<file path="config.mk">
export PLATFORM = sky130hd
export DESIGN_NAME = inst_encoder
export DESIGN_NICKNAME = d
export VERILOG_FILES = /design/src/rtl/inst_encoder.sv
export SDC_FILE = /design/constraint.sdc
export NUM_CORES = 1
export LEC_CHECK = 0
export CAP_MARGIN = 20
export CORE_ASPECT_RATIO = 1.2
export CORE_MARGIN = 4
export CORE_UTILIZATION = 52
export CTS_CLUSTER_DIAMETER = 120
export DETAILED_ROUTE_END_ITERATION = 8
export GPL_TIMING_DRIVEN = 0
export PLACE_DENSITY = 0.91
export SETUP_SLACK_MARGIN = 0.05
export SYNTH_ARGS = -nofsm -noshare
export SYNTH_HDL_FRONTEND = slang
export SYNTH_SLANG_ARGS = --single-unit
</file>
<file path="constraint.sdc">
create_clock -name clk_i -period 5.43 [get_ports clk_i]
set_input_delay 0.8145 -clock clk_i [delete_from_list [all_inputs] [get_ports clk_i]]
set_output_delay 0.8145 -clock clk_i [all_outputs]
set_load 0.01 [all_outputs]
</file>
<file path="src/rtl/inst_encoder.sv">
// RV32 instruction encoder: field bundle in, 32-bit word out through a
// 2-deep FIFO; illegal opcodes or out-of-range immediates are counted and dropped.
module inst_encoder (
   input  logic        clk_i,
   input  logic        rst_i,
   input  logic        valid_i,
   output logic        ready_o,
   input  logic [6:0]  opcode_i,
   input  logic [4:0]  rd_i,
   input  logic [4:0]  rs1_i,
   input  logic [4:0]  rs2_i,
   input  logic [2:0]  funct3_i,
   input  logic [6:0]  funct7_i,
   input  logic [31:0] imm_i,
   output logic        valid_o,
   input  logic        ready_i,
   output logic [31:0] inst_o,
   output logic        err_o,
   output logic [7:0]  err_cnt_o
);

   localparam logic [6:0] OP_R  = 7'b0110011;
   localparam logic [6:0] OP_I  = 7'b0010011;
   localparam logic [6:0] OP_LW = 7'b0000011;
   localparam logic [6:0] OP_SW = 7'b0100011;
   localparam logic [6:0] OP_B  = 7'b1100011;

   logic [1:0][31:0] mem_q, mem_d;
   logic [1:0]       count_q, count_d;
   logic             wptr_q, wptr_d;
   logic             rptr_q, rptr_d;
   logic             err_q, err_d;
   logic [7:0]       err_cnt_q, err_cnt_d;

   logic [31:0] enc;
   logic        legal;
   logic        imm_ok;
   logic        accept;
   logic        push;
   logic        pop;

   // Immediate must fit a signed 12-bit field (B: half-offset).
   assign imm_ok = (&imm_i[31:11]) | ~(|imm_i[31:11]);

   always_comb begin
      enc   = '0;
      legal = 1'b0;
      unique case (opcode_i)
         OP_R: begin
            enc   = {funct7_i, rs2_i, rs1_i, funct3_i, rd_i, opcode_i};
            legal = 1'b1;
         end
         OP_I, OP_LW: begin
            enc   = {imm_i[11:0], rs1_i, funct3_i, rd_i, opcode_i};
            legal = imm_ok;
         end
         OP_SW: begin
            enc   = {imm_i[11:5], rs2_i, rs1_i, funct3_i,
                     imm_i[4:0], opcode_i};
            legal = imm_ok;
         end
         OP_B: begin
            enc   = {imm_i[11], imm_i[9:4], rs2_i, rs1_i, funct3_i,
                     imm_i[3:0], imm_i[10], opcode_i};
            legal = imm_ok;
         end
         default: ;
      endcase
   end

   assign ready_o   = count_q < 2'd2;
   assign valid_o   = count_q != 2'd0;
   assign inst_o    = valid_o ? mem_q[rptr_q] : '0;
   assign err_o     = err_q;
   assign err_cnt_o = err_cnt_q;

   assign accept = valid_i & ready_o;
   assign push   = accept & legal;
   assign pop    = valid_o & ready_i;

   always_comb begin
      mem_d   = mem_q;
      wptr_d  = wptr_q;
      rptr_d  = rptr_q;
      count_d = count_q;
      if (push) begin
         mem_d[wptr_q] = enc;
         wptr_d        = ~wptr_q;
      end
      if (pop) begin
         rptr_d = ~rptr_q;
      end
      unique case ({push, pop})
         2'b10:   count_d = count_q + 2'd1;
         2'b01:   count_d = count_q - 2'd1;
         default: ;
      endcase
   end

   always_comb begin
      err_d     = accept & ~legal;
      err_cnt_d = err_cnt_q;
      if (err_d && (err_cnt_q != 8'hFF)) begin
         err_cnt_d = err_cnt_q + 8'd1;
      end
   end

   always_ff @(posedge clk_i or negedge rst_i) begin
      if (!rst_i) begin
         mem_q     <= '0;
         count_q   <= '0;
         wptr_q    <= 1'b0;
         rptr_q    <= 1'b0;
         err_q     <= 1'b0;
         err_cnt_q <= '0;
      end else begin
         mem_q     <= mem_d;
         count_q   <= count_d;
         wptr_q    <= wptr_d;
         rptr_q    <= rptr_d;
         err_q     <= err_d;
         err_cnt_q <= err_cnt_d;
      end
   end

endmodule

</file>
==> impl_metrics.toml <==
[detailed_routing]
drt-initial-drc-count = 220
drt-pass1-iter-count = 5
detail_route.wirelength_microns = 10430
ant_nets = 0
drc_errors = 0
post_drt_wl_per_cell_microns = 16.61
vias = 3545
vias_per_cell = 5.645

[clock_tree]
cts_setup_buffers = 0
clkTransAtPathRegs_ns = 0.08
clock-sinks = 77
clk_latency_ns = 0.35
hold_buffers = 0
cts-htree-levels = 3
cts-root-buf = "clkbuf_8"
cts_tree = "built"
clockBufferDepth = 2
numCtsBuffers = 9
ctsResizeCount = 0

[logic_synthesis]
ys_ff_latch = 77
synth_area_per_cell_sq_um = 9.469
syn_nets = 482
ys_types = 38
syn_inst = 412
yosys_warnings = 0
synth-seq-area-share_pct = 49.39
syn_area_sq_mm = 0.003901

[cells_and_area]
n_antenna_cell = 0
multi_input_area_sq_mm = 0.001839
fin_area_sq_mm = 0.005360
fillers = 510
drive_above_1_share_pct = 8.736
register_area_sq_mm = 0.001927
fin_nets = 603
syn_to_final_growth_pct = 37.40

[sta]
period_share_pct = 63.55
max_freq_ghz = 0.2898
finalSetupViolations = 0
slew_headroom_pct = 37.10
slew_viol_final = 0
finalHoldViolCount = 0
finalSetupTns_ns = 0
min_period_ns = 3.451
skew_ns = 0.008371
tightest_slew_ns = 0.9435
rsz0062_at_grt = "false"

[die]
dieHeight_microns = 102.9
core.rowCount = 34
core_sq_mm = 0.007274
start_util_pct = 53.63
die_w_microns = 87.07
fp.dieArea_sq_mm = 0.008958
ioPinCount = 111

[worst_setup_path]
cpPeakStageDelay_ns = 0.79
startpoint_type = "input pin"
crit_fanout = 10
cp.required_ns = 5.64
cp-end-kind = "flip-flop"
crit_arrival_ns = 3.66
path_cells = "clkdlybuf4s50_1, nand2b_1, clkbuf_1, a21boi_1, o2111ai_1, clkbuf_1, nand2_1, o21ai_0"
path_class = "input pin to flip-flop"
critPathMostFrequentCell = "clkbuf_1"
slowest_stage = "a21boi_1"

[global_routing]
grt_util_all_layers_pct = 24.61
grt_max_degree = 78
grt_pass1_vias = 3611
grt-ovfl-total = 0
grt_pass1_wl_microns = 17250
antenna_found_initial = 0

[pwr]
p_leak_nw = 2.360
vdd_drop_max_mv = 0.2383
power_density_mw_per_mm2 = 295.3

[status]
outcome = "finished, final reports clean"

[place]
dpl.hpwl_microns = 7539
dpl_cell_area_sq_mm = 0.005112
portBuffers = 110
routabilityCongestion = 0.8283

[worst_hold_path]
min_path_type = "flip-flop to flip-flop"

[job]
max-cap-violations = 0
metrics by stage:
step	instances	hold WS (ns)	util, %	worst slack, ns	power, mW
after floorplan	412	0.4340	-	2.732	0.8768
after global placement	612	0.4487	70.31	1.100	1.054
after detailed placement	612	0.4570	70.28	1.671	1.068
after CTS	628	0.4780	73.68	2.036	1.593
after global routing	628	0.4927	73.68	1.782	1.659
final	628	0.4745	73.68	1.979	1.583
cell families after synthesis:
| kind of cell | share of synthesized area (%) |
|---|---|
| DFF | 49.39 |
| buffers and inverters | 3.464 |
| muxes | 10.07 |
| and+or+nand+nor | 20.17 |
| AOI/OAI and AO/OA | 13.79 |
| adders and majority gates | 0.6413 |
| xor gates and xnor gates | 2.469 |
synth_stat cells:
| master | number | area [sq um] |
|---|---|---|
| nand2b_1 | 6 | 37.54 |
| nor3_1 | 8 | 40.04 |
| a21boi_1 | 1 | 7.510 |
| buf_4 | 1 | 7.510 |
| clkbuf_1 | 20 | 75.07 |
| nand2_1 | 79 | 296.5 |
| mux2i_1 | 37 | 370.4 |
| a21oi_1 | 1 | 5.000 |
| dfrtp_1 | 77 | 1927 |
| ha_1 | 2 | 25.02 |
| o21ai_2 | 20 | 175.2 |
| nand3_1 | 9 | 45.04 |
| nor4_1 | 4 | 25.02 |
| nor3_2 | 1 | 10.01 |
| a22oi_1 | 5 | 37.54 |
| and4_1 | 1 | 8.760 |
| and3_1 | 7 | 43.79 |
| a31oi_1 | 1 | 6.260 |
| nor2_1 | 38 | 142.6 |
| nor2b_1 | 3 | 18.77 |
| xor2_1 | 6 | 52.55 |
| o21ai_1 | 1 | 5.000 |
| nand4_1 | 6 | 37.54 |
| and2_1 | 6 | 37.54 |
| inv_1 | 3 | 11.26 |
| and4bb_2 | 1 | 12.51 |
| a222oi_1 | 6 | 60.06 |
| buf_6 | 3 | 33.78 |
| a22o_2 | 1 | 10.01 |
| xnor2_1 | 5 | 43.79 |
| o21ai_0 | 43 | 215.2 |
| or3_1 | 2 | 12.51 |
| o2111ai_1 | 1 | 8.760 |
| or4_1 | 1 | 7.510 |
| mux2_2 | 2 | 22.52 |
| o21a_1 | 1 | 7.510 |
| or4_4 | 1 | 11.26 |
| buf_1 | 2 | 7.510 |
worst max-delay path, delay by kind of cell:
kind	cells	cell delay [ns]
buffers and inverters	3	1.12
and+or+nand+nor	2	0.33
AOI/OAI and AO/OA	3	1.37
state kept, by name (all words and copies together), names as in the netlist:
| register | flops |
|---|---|
| wptr_q | 1 |
| err_o | 1 |
| err_cnt_o | 8 |
| count_q | 2 |
| rptr_q | 1 |
| mem_q | 64 |
cell type report:
cell class / instances / area share [%]
Multi-Input combinational cell: 306 / 34.31
Inverter: 3 / 0.2101
Clock buffer: 10 / 2.568
Buffer: 26 / 2.311
Tap cell: 90 / 2.101
Timing Repair Buffer: 110 / 20.49
Sequential cell: 77 / 35.95
Clock inverter: 6 / 2.054
placed cells by master (no fill, tap or decap), types with 2 or more instances in the layout:
cell type / Yosys / routed
clkdlybuf4s50_1: 0 / 109
nand2_1: 79 / 79
dfrtp_1: 77 / 77
o21ai_0: 43 / 43
nor2_1: 38 / 38
mux2i_1: 37 / 37
clkbuf_1: 20 / 20
o21ai_2: 20 / 20
clkbuf_8: 0 / 10
nand3_1: 9 / 9
nor3_1: 8 / 8
and3_1: 7 / 7
and2_1: 6 / 6
nand4_1: 6 / 6
nand2b_1: 6 / 6
xor2_1: 6 / 6
a222oi_1: 6 / 6
xnor2_1: 5 / 5
a22oi_1: 5 / 5
nor4_1: 4 / 4
inv_1: 3 / 3
nor2b_1: 3 / 3
buf_6: 3 / 3
bufinv_16: 0 / 3
buf_4: 1 / 2
or3_1: 2 / 2
mux2_2: 2 / 2
buf_1: 2 / 2
ha_1: 2 / 2
clkinvlp_4: 0 / 2
power breakdown:
group          switching [mW]  internal (mW)
Combinational           0.215          0.198
Clock                   0.211          0.317
Sequential             0.0346          0.607
Total                   0.461           1.12
routing by layer:
metal	GRT usage [%]	up-vias	share of wire [%]
li1	-	1674	-
met1	30.83	1684	38
met2	41.61	165	52
met3	5.516	22	8.3
met4	9.233	0	2.1
met5	0	-	0
path summary, 6_finish.rpt:
path	start	endpoint	slack [ns]	depth (start not counted)
setup / recovery	opcode_i[4]	mem_q[43]	1.98	8
hold / removal	mem_q[33]	mem_q[33]	0.47	1
setup reg to reg	err_cnt_o[0]	err_cnt_o[1]	3.50	6
hold reg to reg	mem_q[33]	mem_q[33]	0.47	1
max in group asynchronous	rst_i	wptr_q	4.21	1
min in group asynchronous	rst_i	mem_q[26]	0.59	1
Power figures use the tool's default switching activity.
